File: src/rtl/usr_pkg.sv
// Shared definitions for the universal shift register.
// Holds the 3-bit operation codes driven on the Mode input of univ_shift_reg.
package usr_pkg;

    localparam int unsigned MODE_W = 3;

    localparam logic [MODE_W-1:0] MODE_HOLD = 3'b000;
    localparam logic [MODE_W-1:0] MODE_SHR  = 3'b001;
    localparam logic [MODE_W-1:0] MODE_SHL  = 3'b010;
    localparam logic [MODE_W-1:0] MODE_LOAD = 3'b011;
    localparam logic [MODE_W-1:0] MODE_ROR  = 3'b100;
    localparam logic [MODE_W-1:0] MODE_ROL  = 3'b101;
    localparam logic [MODE_W-1:0] MODE_CLR  = 3'b110;
    localparam logic [MODE_W-1:0] MODE_INV  = 3'b111;

endpackage

File: src/rtl/dff_en_rst.sv
// One-bit edge-triggered storage cell with clock enable and synchronous
// active-low reset.
//   clk_i  : clock, state changes on the rising edge
//   rst_ni : synchronous active-low reset, loads RstVal; wins over en_i
//   en_i   : enable, low holds the stored bit
//   d_i    : next value, captured when enabled
//   q_o    : stored bit
//   qn_o   : complement of the stored bit
module dff_en_rst #(
    parameter logic RstVal = 1'b0
) (
    input  logic clk_i,
    input  logic rst_ni,
    input  logic en_i,
    input  logic d_i,
    output logic q_o,
    output logic qn_o
);

    logic q_q;

    always_ff @(posedge clk_i) begin
        if (!rst_ni) begin
            q_q <= RstVal;
        end else if (en_i) begin
            q_q <= d_i;
        end
    end

    assign q_o  = q_q;
    assign qn_o = ~q_q;

endmodule

File: src/rtl/univ_shift_reg.sv
// Parametrised universal shift register built from per-bit storage cells.
// Supports hold, shift right/left with serial fill, parallel load, rotate
// right/left, clear and invert, selected by Mode each enabled edge.
//   CLK       : clock, rising edge
//   RSTn      : synchronous active-low reset, loads RESET_VAL
//   En        : clock enable, low holds Q
//   Mode      : operation select (usr_pkg MODE_*)
//   D         : parallel load data
//   SerR      : serial bit entering the MSB on shift right
//   SerL      : serial bit entering the LSB on shift left
//   Q / Qn    : register contents and their complement
//   SOutR     : Q[0], the bit leaving on shift right
//   SOutL     : Q[WIDTH-1], the bit leaving on shift left
module univ_shift_reg
    import usr_pkg::*;
#(
    parameter int unsigned      WIDTH     = 8,
    parameter logic [WIDTH-1:0] RESET_VAL = '0
) (
    input  logic              CLK,
    input  logic              RSTn,
    input  logic              En,
    input  logic [MODE_W-1:0] Mode,
    input  logic [WIDTH-1:0]  D,
    input  logic              SerR,
    input  logic              SerL,
    output logic [WIDTH-1:0]  Q,
    output logic [WIDTH-1:0]  Qn,
    output logic              SOutR,
    output logic              SOutL
);

    logic [WIDTH-1:0] q;
    logic [WIDTH-1:0] q_next;
    logic [WIDTH-1:0] shr_val;
    logic [WIDTH-1:0] shl_val;
    logic [WIDTH-1:0] ror_val;
    logic [WIDTH-1:0] rol_val;

    // A single-bit register has no neighbours: shifts take the serial input
    // directly and rotates degenerate to hold. Kept in a separate branch so
    // no [WIDTH-1:1] style slice is ever elaborated for WIDTH == 1.
    generate
        if (WIDTH == 1) begin : g_narrow
            assign shr_val = SerR;
            assign shl_val = SerL;
            assign ror_val = q;
            assign rol_val = q;
        end else begin : g_wide
            assign shr_val = {SerR, q[WIDTH-1:1]};
            assign shl_val = {q[WIDTH-2:0], SerL};
            assign ror_val = {q[0], q[WIDTH-1:1]};
            assign rol_val = {q[WIDTH-2:0], q[WIDTH-1]};
        end
    endgenerate

    always_comb begin
        q_next = q;
        unique case (Mode)
            MODE_HOLD: q_next = q;
            MODE_SHR:  q_next = shr_val;
            MODE_SHL:  q_next = shl_val;
            MODE_LOAD: q_next = D;
            MODE_ROR:  q_next = ror_val;
            MODE_ROL:  q_next = rol_val;
            MODE_CLR:  q_next = '0;
            MODE_INV:  q_next = ~q;
            default:   q_next = q;
        endcase
    end

    // Reset and enable are handled inside each cell, so reset beats hold and
    // hold beats the mode mux without extra gating here.
    generate
        for (genvar i = 0; i < WIDTH; i++) begin : g_bit
            dff_en_rst #(
                .RstVal (RESET_VAL[i])
            ) u_cell (
                .clk_i  (CLK),
                .rst_ni (RSTn),
                .en_i   (En),
                .d_i    (q_next[i]),
                .q_o    (q[i]),
                .qn_o   (Qn[i])
            );
        end
    endgenerate

    assign Q     = q;
    assign SOutR = q[0];
    assign SOutL = q[WIDTH-1];

endmodule
File: config.mk
export PLATFORM = sky130hd
export DESIGN_NAME = univ_shift_reg
export DESIGN_NICKNAME = d
export VERILOG_FILES = /design/src/rtl/usr_pkg.sv /design/src/rtl/dff_en_rst.sv /design/src/rtl/univ_shift_reg.sv
export SDC_FILE = /design/constraint.sdc
export NUM_CORES = 1
export LEC_CHECK = 0
export CORE_MARGIN = 4
export CORE_UTILIZATION = 37
export DETAILED_ROUTE_END_ITERATION = 16
export PLACE_DENSITY = 0.7
export RECOVER_POWER = 100
export SYNTH_ARGS = -nofsm -noshare
export SYNTH_HDL_FRONTEND = slang
export SYNTH_SLANG_ARGS = --single-unit
export TNS_END_PERCENT = 30
File: constraint.sdc
create_clock -name CLK -period 1.14 [get_ports CLK]
set_input_delay 0.285 -clock CLK [delete_from_list [all_inputs] [get_ports CLK]]
set_output_delay 0.285 -clock CLK [all_outputs]
set_load 0.01 [all_outputs]
Yosys cells after proc, flatten, opt, wreduce, memory -nomap -nowiden
Cells that the tools add are included.
{ "word_totals": {"ramBits": 0, "elab_cells": 28, "input_bits": 16, "romBits": 0, "register_bits": 8, "mem_count": 0, "latchBits": 0} }
{ "classes": {"multipliers": 0, "magnitude_cmp": 0, "n_shift": 0, "addsub": 0, "n_div": 0, "reduce_logical": 2, "eq_ne": 7, "n_bitwise": 10, "mux": 1} }
{ "ops": {"columns": ["operator", "count"], "rows": [
  ["8-bit one-hot mux with 7 select lines", 1],
  ["3-bit equality test (second input constant)", 4],
  ["1-bit NOT", 9],
  ["8-bit NOT", 1],
  ["3-bit by 2-bit equality test with 1-bit output (second input constant)", 2],
  ["3-bit by 1-bit equality test with 1-bit output (second input constant)", 1],
  ["3-bit zero test", 1],
  ["2-bit AND reduction", 1]
]} }

Longest topological paths before layout
Gate-level depths: netlist of run 1.
{ "logic_depth": {"ltp_word": 3, "mapped_depth": 5, "ltp_nobuf": 4} }

Cells and area by module
A second synthesis of run 1 with hierarchy kept.
{ "hier_totals": {"cells_unflattened": 108, "area_unflattened_um2": 894.6} }
{ "by_module_without_submodules": {"columns": ["mod", "area_per_inst_um2", "cells_each", "n_inst", "seq_area_each_um2"], "rows": [
  ["univ_shift_reg", 574.3, 76, 1, 0.0],
  ["dff_en_rst", 40.0, 4, 8, 20.0]
]} }

Worst setup path before layout of run 1
Ideal clock, no wire load.
{ "synth_path": {"path_type": "input to register", "startpoint": "in Mode[1]", "endpoint": "reg g_bit[0].u_cell.q_q", "setup_time_ns": 0.119, "required_ns": 1.021, "path_stages": 3, "slack_ns": -0.048, "t_arrival_ns": 1.069, "path_cell_list": "or3_4 and2_1 o221a_2"} }
{ "synth_between": {"elab_chain_len": 3, "elab_cells_between_ends": 11, "classes_between": "eq/ne (7); mux (1); bitwise (1); reduce/logical (2)"} }
{ "synth_rtl": {"columns": ["element", "line", "source"], "rows": [
  ["start, declared", "univ_shift_reg.sv:23", "input logic [MODE_W-1:0] Mode,"],
  ["parallel branches: the longest is 3 deep, another holds 8-bit one-hot mux with 7 select lines", null, null],
  ["end signal, assigned", "dff_en_rst.sv:24", "q_q <= RstVal;"],
  ["end signal, assigned", "dff_en_rst.sv:26", "q_q <= d_i;"],
  ["end, declared", "dff_en_rst.sv:20", "logic q_q;"]
]} }
Parallel ways; which one is timed is not known.
A chain may end at the register's enable or synchronous reset.

Final worst setup path of run 1
{ "layout_path": {"startpoint": "in Mode[2]", "endpoint": "reg g_bit[1].u_cell.q_q"} }
{ "layout_between": {"elab_chain_len": 3, "elab_cells_between_ends": 11, "classes_between": "eq/ne (7); mux (1); bitwise (1); reduce/logical (2)"} }
{ "layout_rtl": {"columns": ["element", "line"], "rows": [
  ["parallel branches: the longest is 3 deep, another holds 8-bit one-hot mux with 7 select lines", null],
  ["end signal, assigned", "dff_en_rst.sv:24"],
  ["end signal, assigned", "dff_en_rst.sv:26"],
  ["end, declared", "dff_en_rst.sv:20"]
]} }
Parallel ways; which one is timed is not known.

==> run_results.csv, run 1 <==
group,metric,value,unit
cells_and_area,fill_cells,163,
critical_path,cp-start-kind,"input port",
clocking,cts_buffers,3,
floorplan,die-area,2940,um2
run_status,status,"finished with violations",
cells_and_area,syn2layout_area_growth,68.6,%
critical_path,endpoint_kind,"flop",
grt,track_usage,19.6,%
pwr,power,0.00104,W
route,antenna_left,0,
synth,yosys-top-cells-area,"dfxtp_1, buf_4, mux2_4",
critical_path,slowest_stage,"nor2_1",
placed_design,finalWeightedCongestion,0.865,
floorplan,coreArea,2000,um2
pwr,irDropWorstVdd,0.000465,V
cells_and_area,largest_reg_flops,8,
pwr,power_frac_clock,23.3,%
clocking,cts_hold_buf,0,
flow_run,maxCapViolCount,0,
floorplan,die_y,54.2,um
sta,relSlewSlack,77.7,%
route,vias,928,
sta,maxClockFrequency,854,MHz
floorplan,die_width,54.2,um
pwr,seq_power_share,30.8,%
route,vias_per_cell,5.30,
critical_path,crit_chain,"buf_6 -> buf_12 -> nor2_1 -> buf_4 -> a221oi_2 -> o31ai_1",
route,drc,0,
min_path,hold_path_end,"g_bit[2].u_cell.q_o$_SDFFE_PN0P_",
synth,synthCells,100,
critical_path,worst-r2r-cell-count,5,
cells_and_area,postLayoutCoreUtil,66.5,%
synth,synth-seq-cells,8,
critical_path,crit_type,"input port to flop",
clocking,cts.clk_slew.worst_paths,0.07,ns
sta,rsz0062_at_grt,"true",
critical_path,r2r_end,"g_bit[7].u_cell.q_o$_SDFFE_PN0P_",
synth,synthDistinctLibCells,32,
grt,grt_pass1_vias,911,
pwr,p_leak,0.596,nW
route,drtPass1Iterations,4,
grt,grt_overflow,0,
run_status,failed_checks,"setup timing",
grt,grt_pass1_wl,4.17,mm
placed_design,port_buffers,33,
floorplan,io_pins,34,
clocking,cts_root_buffer,"clkbuf_4",
critical_path,arrival,1.33,ns
placed_design,place_area,1240,um2
placed_design,dp_hpwl,1.82,mm
sta,setup_violations,3,
pwr,p_sw,0.000348,W
sta,post-route-min-period,1.17,ns
pwr,p_int,0.000688,W
critical_path,critPathMaxFanout,6,
critical_path,required,1.30,ns
grt,grt_max_degree,10,
sta,skew,0.00113,ns
synth,yosysWarningCount,0,
pwr,switching_share,33.6,%
cells_and_area,fin_nets,166,
route,drt_iter0_drc,21,
route,wl_per_cell,15.9,um
grt,antenna_found_initial,0,
sta,setup_ws,-0.0303,ns
sta,period_share,103,%
synth,synth_top_area_share,20.3,%
clocking,clock_path_buffers,2,
sta,hold_ws,0.587,ns
cells_and_area,num_antenna_cells,0,
pwr,power_density,778,nW/um2
clocking,htreeDepth,1,
clocking,clock_sinks,8,
critical_path,ff2ff_setup_slack,0,ns
synth,synth_nets,116,
critical_path,timing.rr.start,"g_bit[0].u_cell.q_o$_SDFFE_PN0P_",
route,wirelength,2.78,mm
cells_and_area,drive_gt1_share,52.0,%
synth,syn_area,790,um2
min_path,worstHoldPathCells,4,
floorplan,initial_core_util,39.4,%
clocking,cts_tree,"yes",
sta,worstMarginPinSlew,0.334,ns
pwr,p_comb_share,45.9,%
cells_and_area,finish.instance_area,1330,um2
sta,finalHoldViolCount,0,
min_path,hp-start,"Mode[0]",
clocking,clkLatencyLatePin,0.26,ns
floorplan,num_rows,16,
sta,slew_viol_final,0,
synth,synth.avg_cell_area,7.90,um2
min_path,min_path_type,"input port to flop",
synth,synth.largest_area_cell,"dfxtp_1",
synth,ys_seq_area_share,20.3,%
critical_path,cpPeakStageDelay,0.27,ns
-- cell usage in the layout, fill, tap and decap left out, types with 3 or more instances in the layout --
cell type        count
buf_2                5
nor2_1               7
clkbuf_2             7
a211oi_1             3
mux2_4               4
a221oi_2             5
buf_4               28
inv_2                3
clkdlybuf4s50_1     10
nand3_1              7
inv_1                6
o31ai_1              5
dfxtp_2              5
dfxtp_1              3
clkbuf_4             3
clkbuf_1             6
nand2_1              3
-- cell families (layout without fill, tap and decap cells) --
group	after synthesis	count (layout)	share of synthesized area, %
AOI/OAI and AO/OA	28	28	26.6
buffers and inverters	30	78	24.1
DFF	8	8	20.3
muxes	8	8	12.5
and+or+nand+nor	26	26	16.5
-- final cells by class --
type	instances	area [um2]	share of cell area, %
Multi-Input combinational cell	62	514	38.6
Sequential cell	8	166	12.5
Clock buffer	3	22.5	1.69
Tap cell	27	33.8	2.54
Timing Repair Buffer	66	561	42.1
Inverter	9	33.8	2.54
-- what timing repair did --
action                                  4_1_cts  5_1_grt
resized for setup                            82       22
endpoints found under the setup margin       26       19
setup buffers                                 3        0
cloned                                        2        0
pin swaps                                     6        5
-- stage by stage --
step	instances	worst slack [ns]	setup TNS [ns]
floorplan	100	-0.0156	-0.0219
global placement	167	-0.646	-5.73
detailed placement	167	-0.674	-6.13
CTS	175	-0.0296	-0.0565
global route	175	-0.0398	-0.257
finish	175	-0.0303	-0.0526
-- power by group through the flow --
stage / registers (W) / logic, W / clock network [W]
after floorplan: 0.000328 / 0.000223 / 0
after global placement: 0.000321 / 0.000439 / 0
after detailed placement: 0.000322 / 0.000444 / 0
after CTS: 0.000319 / 0.000472 / 0.000241
after global routing: 0.000322 / 0.000503 / 0.000262
final: 0.000319 / 0.000476 / 0.000241
-- metal layers --
layer,wire [um],global-route usage (%),vias up
met1,1160,22.8,431
li1,-,-,450
met3,149,3.32,7
met5,0,0,-
met4,43,4.98,0
met2,1430,36.5,40
-- synth_stat cells --
master    count
inv_1         9
o221a_2       1
a41oi_1       1
nor2_1        7
buf_2         2
o21a_1        1
nand2_2       1
mux2i_1       2
a211oi_1      4
a221oi_1      5
nor2b_1       1
o211ai_1      1
nand3_1       8
a31oi_1       1
nand2b_1      1
nand3b_1      1
nand2_1       4
buf_1         1
a211o_1       1
o31ai_1       6
buf_6         2
a21boi_1      1
a21oi_1       2
o21ai_0       3
buf_4        16
or3_4         1
and2_1        1
dfxtp_1       8
nor3_1        1
o311ai_1      1
mux2_4        3
mux2_2        3
-- how the worst max path moves through the flow --
stage                                                   to                              from
after detailed placement  g_bit[1].u_cell.q_o$_SDFFE_PN0P_                           Mode[2]
after global placement    g_bit[0].u_cell.q_o$_SDFFE_PN0P_                           Mode[2]
after floorplan           g_bit[0].u_cell.q_o$_SDFFE_PN0P_                           Mode[2]
after global routing      g_bit[7].u_cell.q_o$_SDFFE_PN0P_  g_bit[0].u_cell.q_o$_SDFFE_PN0P_
final                     g_bit[1].u_cell.q_o$_SDFFE_PN0P_                           Mode[2]
after CTS                                             Q[0]  g_bit[0].u_cell.q_o$_SDFFE_PN0P_
-- worst max-delay path: cells and delay by family --
kind	cells	cell delay [ns]
buf+inv	3	0.44
simple gates	1	0.27
compound gates	2	0.32
No activity file was read; power rests on OpenSTA's default activity.
==> run 2: changes to the inputs <==
CAP_MARGIN = 20   (was not set)
CORE_ASPECT_RATIO = 1.4   (was not set)
CORE_MARGIN = not set   (was 4)
==> run 2 against run 1 <==
  * The run now ends clean
  * Critical path type unchanged
  * Clock skew up 0.0024 ns
  * First-iteration DRC count up 100%
  * Hold slack worse by 0.054 ns
  * Sequential power about the same
  * Die area down 21%
  * Via count up 3.0%
  * Critical path depth up 3
  * Sequential share of layout area down 0.24 points
  * Register-to-register slack about the same
  * Total power up 1.7%
  * Fmax up 2.8%
  * Clock power up 3%
==> run_results.csv, run 2 (same netlist as run 1, synthesis figures left out) <==
group,metric,value,unit
clocking,clock_sinks,8,
pwr,power_density,771,nW/um2
pwr,switching_share,34.3,%
grt,grt_pass1_vias,920,
sta,skew,0.00355,ns
cells_and_area,final_cell_mix,"buf_4, clkdlybuf4s50_1, inv_1, clkbuf_1, clkbuf_2",
sta,rsz0062_at_grt,"true",
cells_and_area,num_antenna_cells,0,
clocking,cts_root_buffer,"clkbuf_4",
floorplan,die_width,41.0,um
critical_path,timing.rr.start,"g_bit[4].u_cell.q_o$_SDFFE_PN0P_",
sta,post-route-min-period,1.14,ns
sta,finalHoldViolCount,0,
critical_path,required,1.36,ns
clocking,cts_tree,"yes",
route,drc,0,
critical_path,startpoint,"Mode[2]",
cells_and_area,fin_nets,168,
grt,antenna_found_initial,0,
placed_design,place_area,1210,um2
clocking,clock_path_buffers,2,
placed_design,dp_hpwl,1.65,mm
critical_path,crit_type,"input port to flop",
floorplan,die_y,56.7,um
route,antenna_left,0,
pwr,seq_power_share,30.2,%
pwr,power_frac_clock,23.6,%
cells_and_area,final_common_cell,"buf_4",
clocking,htreeDepth,1,
route,vias,956,
grt,grt_overflow,0,
route,drtPass1Iterations,4,
placed_design,dp_cells,158,
floorplan,initial_core_util,39.5,%
cells_and_area,syn2layout_area_growth,73.2,%
floorplan,coreArea,2000,um2
sta,maxClockFrequency,878,MHz
placed_design,port_buffers,33,
critical_path,arrival,1.36,ns
cells_and_area,finish.instance_area,1370,um2
floorplan,io_pins,34,
pwr,p_int,0.000692,W
route,wirelength,2.68,mm
sta,period_share,99.9,%
route,wl_per_cell,15.7,um
cells_and_area,largest_reg_flops,8,
clocking,clkLatencyLatePin,0.28,ns
sta,slew_viol_final,0,
pwr,p_comb_share,46.3,%
floorplan,die-area,2330,um2
placed_design,finalWeightedCongestion,0.831,
clocking,cts_hold_buf,0,
critical_path,critPathMaxFanout,7,
route,vias_per_cell,5.59,
route,drt_iter0_drc,42,
sta,relSlewSlack,82.2,%
pwr,p_sw,0.000362,W
pwr,p_leak,0.601,nW
run_status,status,"complete, no violations",
min_path,hp-start,"En",
grt,track_usage,23.5,%
clocking,cts_buffers,3,
critical_path,endpoint_kind,"flop",
grt,grt_max_degree,13,
flow_run,maxCapViolCount,0,
sta,fin_setup_tns,0,ns
cells_and_area,drive_gt1_share,58.0,%
critical_path,cp-start-kind,"input port",
clocking,cts.clk_slew.worst_paths,0.06,ns
floorplan,num_rows,19,
grt,grt_pass1_wl,3.83,mm
pwr,irDropWorstVdd,0.000566,V
min_path,min_path_type,"input port to flop",
cells_and_area,postLayoutCoreUtil,68.5,%
cells_and_area,final_cells,171,
sta,setup_violations,0,
sta,worstMarginPinSlew,0.267,ns
[run 2: worst paths after layout]
| check | end | slack (ns) | cells after the start |
|---|---|---|---|
| worst max-delay path | g_bit[0].u_cell.q_o$_SDFFE_PN0P_ | 0.002 | 9 |
| worst min-delay path | g_bit[7].u_cell.q_o$_SDFFE_PN0P_ | 0.53 | 3 |
| worst max register to register | g_bit[4].u_cell.q_o$_SDFFE_PN0P_ | 0.01 | 4 |
| worst min register to register | g_bit[6].u_cell.q_o$_SDFFE_PN0P_ | 0.61 | 3 |
[run 2: power by group through the flow]
stage / combinational (W) / clock, W / sequential [W]
floorplan: 0.000223 / 0 / 0.000328
global placement: 0.000429 / 0 / 0.000321
detailed placement: 0.000434 / 0 / 0.000322
CTS: 0.000451 / 0.000237 / 0.000319
global route: 0.000515 / 0.000258 / 0.000321
finish: 0.000487 / 0.000248 / 0.000318
[run 2: what timing repair did]
| action | 4_1_cts | 5_1_grt |
|---|---|---|
| buffers inserted | 5 | 4 |
| pin swaps | 6 | 7 |
| gates cloned | 1 | 0 |
| endpoints found under the setup margin | 26 | 16 |
| gates resized for setup | 86 | 32 |
[run 2: layout make-up]
cell class              instances  area (um2)
clock buffers                   3        22.5
inverters                       9        33.8
flip-flops and latches          8         168
repair buffers                 68         562
well taps                      21        26.3
fillers                       153         629
multi-input cells              62         556
[run 2: critical path, cell delays in order]
cell	delay (ns)
buf_8	0.10
buf_12	0.13
buf_6	0.11
nand2_4	0.07
buf_12	0.12
buf_8	0.12
nand2_2	0.06
a21oi_2	0.16
o221a_4	0.20
[run 2: metrics by stage]
| step | setup WS [ns] | power, W | hold WS [ns] |
|---|---|---|---|
| 2_1_floorplan | -0.0156 | 0.000551 | 0.407 |
| 4_1_cts | -0.000530 | 0.00101 | 0.527 |
| 5_1_grt | -0.0367 | 0.00109 | 0.555 |
| 3_5_place_dp | -0.685 | 0.000756 | 0.596 |
| 3_3_place_gp | -0.658 | 0.000750 | 0.594 |
| 6_report | 0.00155 | 0.00105 | 0.532 |
[run 2: metal layers]
metal  routed length, um  global-route usage (%)  part of all wire [%]  vias up
met5                   0                       0                     0        -
met4                 138                    14.8                   5.2        0
met3                 152                    2.77                   5.7       18
met2                1360                    39.3                    51       47
met1                1020                    25.4                    38      440
li1                    -                       -                     -      451
==> variant 1: new RTL, config.mk and constraints of run 2 <==
Set the package constant `MODE_W` to 4 (it was 3).
--- a/src/rtl/usr_pkg.sv
+++ b/src/rtl/usr_pkg.sv
@@ -2,7 +2,7 @@
 // Holds the 3-bit operation codes driven on the Mode input of univ_shift_reg.
 package usr_pkg;
 
-    localparam int unsigned MODE_W = 3;
+    localparam int unsigned MODE_W = 4;
 
     localparam logic [MODE_W-1:0] MODE_HOLD = 3'b000;
     localparam logic [MODE_W-1:0] MODE_SHR  = 3'b001;
Interface: changed (resized Mode); port bits go from 34 to 35. The function was not compared with the original's and may differ.
==> variant 1 against run 2 <==
  * Setup slack got worse by 80 ps
  * Synthesized cell count rose by 1.0%
  * The flow now finishes with violations (setup timing)
  * Fmax shrank 6.5%
  * Count of clock-buffer cells in the layout stayed put
  * Total power shrank 9.8%
  * Design area down 8.7%
  * Wire length is 8.6% lower
  * Clock power shrank 2%
  * Non-clock buffer count down 3
  * Sequential cell count unchanged
  * Synthesized area grew 0.48%
  * Largest power group unchanged
==> variant 1: results (changes against run 2) <==
worst hold path cell count=4 (+1); outcome=complete, but fails checks; crit-path max cell delay=470 ps (+270 ps); ranking of synthesized cells by instance count=buf_4, o21ai_0, inv_1; CP max FO=4 (-3); clock network area share=1.80% (+0.16 points); met2 Usage GRT=41.3% (+2.0 points); Signal buf overhead=39.0% (-2.1 points); worst hold start=Mode[1]; Post-Syn Nets=118 (+1.7%); multi-input combinational area share=40.8% (+0.16 points); final setup vio count=4 (+4); fin cells=169 (-1.2%); register fraction of the total cell area=13.6% (+1.4 points); worst setup margin=-78.0 ps (-79.5 ps); met3 Track Usage GR=2.37% (-0.40 points); crit path DAT=1400 ps (+40 ps); crit-path leading delay family=simple AND/OR/NAND/NOR gates; failing checks=setup timing; Post-Route Skew=0.626 ps (-2.93 ps); GPL Wtd Cong=0.841 (+1.3%); Fillers=173 (+13%); Slew @ Worst Pin=359 ps (+91.7 ps); sw frac=33.0% (-1.4 points); Metal-1 WL=989 um (-3.3%); M1 GR Usage=27.8% (+2.4 points)
==> variant 1: cell types whose count changed in the layout (fill, tap and decap cells not counted), moves of 4 or more <==
cell,delta
o31ai_1,-6
nand3_1,-5
clkbuf_2,-5
o21ai_1,+7
mux2_4,-4
nor2_1,-5
buf_2,+7
mux2i_1,+5
a221oi_2,-4
o22ai_1,+4
or2b_1,+4
o21ai_0,+10
==> variant 1: cells by family after synthesis <==
kind of cell | count (synthesis) | synth area share (%)
xor+xnor | 1 | 1.10
flops | 8 | 20.2
compound gates | 38 | 29.3
mux | 7 | 8.83
buf+inv | 31 | 25.2
simple gates | 16 | 15.3
==> variant 1: path summary, 6_finish.rpt <==
path,endpoint
hold / removal,g_bit[0].u_cell.q_o$_SDFFE_PN0P_
setup reg to reg,g_bit[7].u_cell.q_o$_SDFFE_PN0P_
setup / recovery,g_bit[7].u_cell.q_o$_SDFFE_PN0P_
hold reg to reg,g_bit[1].u_cell.q_o$_SDFFE_PN0P_
==> variant 1: worst reg2reg max path, cell delays in order (launching register included) <==
cell      delay [ps]
dfxtp_2          350
or4b_4           470
o21ai_2           80
a221oi_2          80
o22ai_1          160
==> variant 1: through the flow <==
| stage | TNS (ps) | area, um2 | worst slack [ps] | util [%] |
|---|---|---|---|---|
| after floorplan | -216 | 800 | -72.1 | - |
| after global placement | -5580 | 1160 | -657 | 58.0 |
| after detailed placement | -5870 | 1160 | -661 | 58.0 |
| after CTS | -319 | 1250 | -80.0 | 62.8 |
| after global routing | -349 | 1250 | -138 | 62.5 |
| final | -112 | 1250 | -78.0 | 62.5 |
==> variant 1: timing repair <==
action,4_1_cts,5_1_grt
gates resized for setup,86,17
pin swaps,7,9
endpoints found under the hold margin,0,0
cloned,1,0
setup endpoints to repair,26,16
buffers inserted,9,1
==> variant 2: new RTL, flow settings as in run 2 <==
Without the edit above. Register the inputs `En`, `Mode`, `D`, `SerR` and `SerL` before use. The logic sees them one clock later.
--- a/src/rtl/univ_shift_reg.sv
+++ b/src/rtl/univ_shift_reg.sv
@@ -30,6 +30,20 @@
     output logic              SOutL
 );
 
+    logic En_q;
+    logic [MODE_W-1:0] Mode_q;
+    logic [WIDTH-1:0] D_q;
+    logic SerR_q;
+    logic SerL_q;
+
+    always_ff @(posedge CLK) begin
+        En_q   <= En;
+        Mode_q <= Mode;
+        D_q    <= D;
+        SerR_q <= SerR;
+        SerL_q <= SerL;
+    end
+
     logic [WIDTH-1:0] q;
     logic [WIDTH-1:0] q_next;
     logic [WIDTH-1:0] shr_val;
@@ -42,13 +56,13 @@
     // no [WIDTH-1:1] style slice is ever elaborated for WIDTH == 1.
     generate
         if (WIDTH == 1) begin : g_narrow
-            assign shr_val = SerR;
-            assign shl_val = SerL;
+            assign shr_val = SerR_q;
+            assign shl_val = SerL_q;
             assign ror_val = q;
             assign rol_val = q;
         end else begin : g_wide
-            assign shr_val = {SerR, q[WIDTH-1:1]};
-            assign shl_val = {q[WIDTH-2:0], SerL};
+            assign shr_val = {SerR_q, q[WIDTH-1:1]};
+            assign shl_val = {q[WIDTH-2:0], SerL_q};
             assign ror_val = {q[0], q[WIDTH-1:1]};
             assign rol_val = {q[WIDTH-2:0], q[WIDTH-1]};
         end
@@ -56,11 +70,11 @@
 
     always_comb begin
         q_next = q;
-        unique case (Mode)
+        unique case (Mode_q)
             MODE_HOLD: q_next = q;
             MODE_SHR:  q_next = shr_val;
             MODE_SHL:  q_next = shl_val;
-            MODE_LOAD: q_next = D;
+            MODE_LOAD: q_next = D_q;
             MODE_ROR:  q_next = ror_val;
             MODE_ROL:  q_next = rol_val;
             MODE_CLR:  q_next = '0;
@@ -78,7 +92,7 @@
             ) u_cell (
                 .clk_i  (CLK),
                 .rst_ni (RSTn),
-                .en_i   (En),
+                .en_i   (En_q),
                 .d_i    (q_next[i]),
                 .q_o    (q[i]),
                 .qn_o   (Qn[i])
Check against the original RTL: not equivalent (Yosys sat finds a counterexample within 4 cycles, from zero or initial values and one cycle with RSTn low).
==> variant 2 against run 2 <==
  * The run now ends with setup timing left
  * Total power rose by 69%
  * Fmax fell by 7.6%
  * Largest power group is now sequential cells
  * Critical endpoint is now g_bit[4].u_cell.q_o$_SDFFE_PN0P_
  * Synthesized area grew 41%
  * Wire length shrank 4.6%
  * Sequential cell count increased by 14
  * Setup slack got worse by 94 ps
  * Highest routed layer unchanged
  * Sequential power rose to 2.7 times the old value
  * Design area increased by 14%
==> variant 2: results (changes against run 2) <==
outcome=complete, but fails checks; failing checks=setup timing; post-synthesis compound-gate area fraction=22.6% (-4.0 points); Reg power frac=47.4% (+17 points); worst setup margin=-92.4 ps (-94.0 ps); reg2reg path depth=5 (+1); GPL Wtd Cong=0.832 (about the same); Post-DP HPWL=1750 um (+6.5%); hold endpoint=En_q$_DFF_P_; CTS clk-pin slew, worst paths=80 ps (+20 ps); Hold WS=559 ps (+26.6 ps); placed instance area=1480 um2 (+22%); first-pass GRT wire length=3990 um (+4.2%); Placement Setup Slack=-214 ps (+472 ps); Pint=1.33 mW (+92%); leakage=0.683 nW (+14%); worst hold path cell count=1 (-2); reg2reg start=Mode_q[2]$_DFF_P_; Post-Route WL=2550 um (-4.6%); clock power share=31.2% (+7.6 points); worst vdd ir=0.788 mV (+39%); multiplexer share of the synthesized area=2.70% (-9.8 points); TNS Setup=-634 ps (-634 ps); routed vias=984 (+2.9%); top cells by area, synth=dfxtp_1, buf_4, nor2b_1; layout cells sized above 1=38.9% (-19 points); routed len/inst=12.8 um (-18%); final setup vio count=10 (+10); Post-Route Skew=3.00 ps (-0.553 ps); vias in the first global route=928 (+0.87%); Post-CTS Resized=77 (-10%); Cell variety after synth=27 (-16%); Inst Count DP=189 (+20%); slack of the worst reg-to-reg path=-90 ps (-100 ps); Post-Syn Nets=140 (+21%); crit-path max cell delay=420 ps (+220 ps); post-synthesis sequential area ratio=39.6% (+19 points); largest net degree at the start of global routing=14 (+1); Overall Global Routing Usage=16.7% (-6.8 points); relative slew slack=80.6% (-1.6 points); Post-CTS Repair Setup Buffers=4 (-1)
[variant 2: cell count changes in the layout (fill, tap and decap cells not counted), sizes merged, moves of 6 or more]
cell / delta
a22o: +6
nand3: -8
dlygate4sd3: +14
buf: -7
nor2b: +8
dfxtp: +14
and3: +6
clkdlybuf4s50: -8
mux2: -6
[variant 2: critical path: cells and delay by family, from the launching register on]
kind / cells / cell delay [ps]
flip-flops: 1 / 420
buffers and inverters: 1 / 140
AND/OR/NAND/NOR: 1 / 170
AO/OA/AOI/OAI: 3 / 410
[variant 2: layout make-up]
type                    instances  area [um2]
inverters                      10        37.5
clock buffers                   4        55.1
well taps                      37        46.3
multi-input cells              69         533
repair buffers                 57         442
fillers                       258        1290
flip-flops and latches         22         448
[variant 2: worst max-delay path by stage]
stage,depth (start not counted),startpoint,slack (ps),endpoint
after floorplan,5,Mode_q[0]$_DFF_P_,-20,g_bit[7].u_cell.q_o$_SDFFE_PN0P_
after global placement,4,RSTn,-170,g_bit[0].u_cell.q_o$_SDFFE_PN0P_
after detailed placement,4,RSTn,-210,g_bit[0].u_cell.q_o$_SDFFE_PN0P_
after CTS,4,Mode_q[2]$_DFF_P_,-100,g_bit[0].u_cell.q_o$_SDFFE_PN0P_
after global routing,5,Mode_q[2]$_DFF_P_,-150,g_bit[1].u_cell.q_o$_SDFFE_PN0P_
final,5,Mode_q[2]$_DFF_P_,-90,g_bit[4].u_cell.q_o$_SDFFE_PN0P_
[variant 2: layer usage]
layer  track usage [%]  routed length [um]  up-vias  part of all wire (%)
li1                  -                   -      489                     -
met1              16.1                 979      460                    38
met2              33.1                1400       28                    55
met3              1.60                  87        7                   3.4
met4              12.1                  83        0                   3.3
met5                 0                   0        -                     0
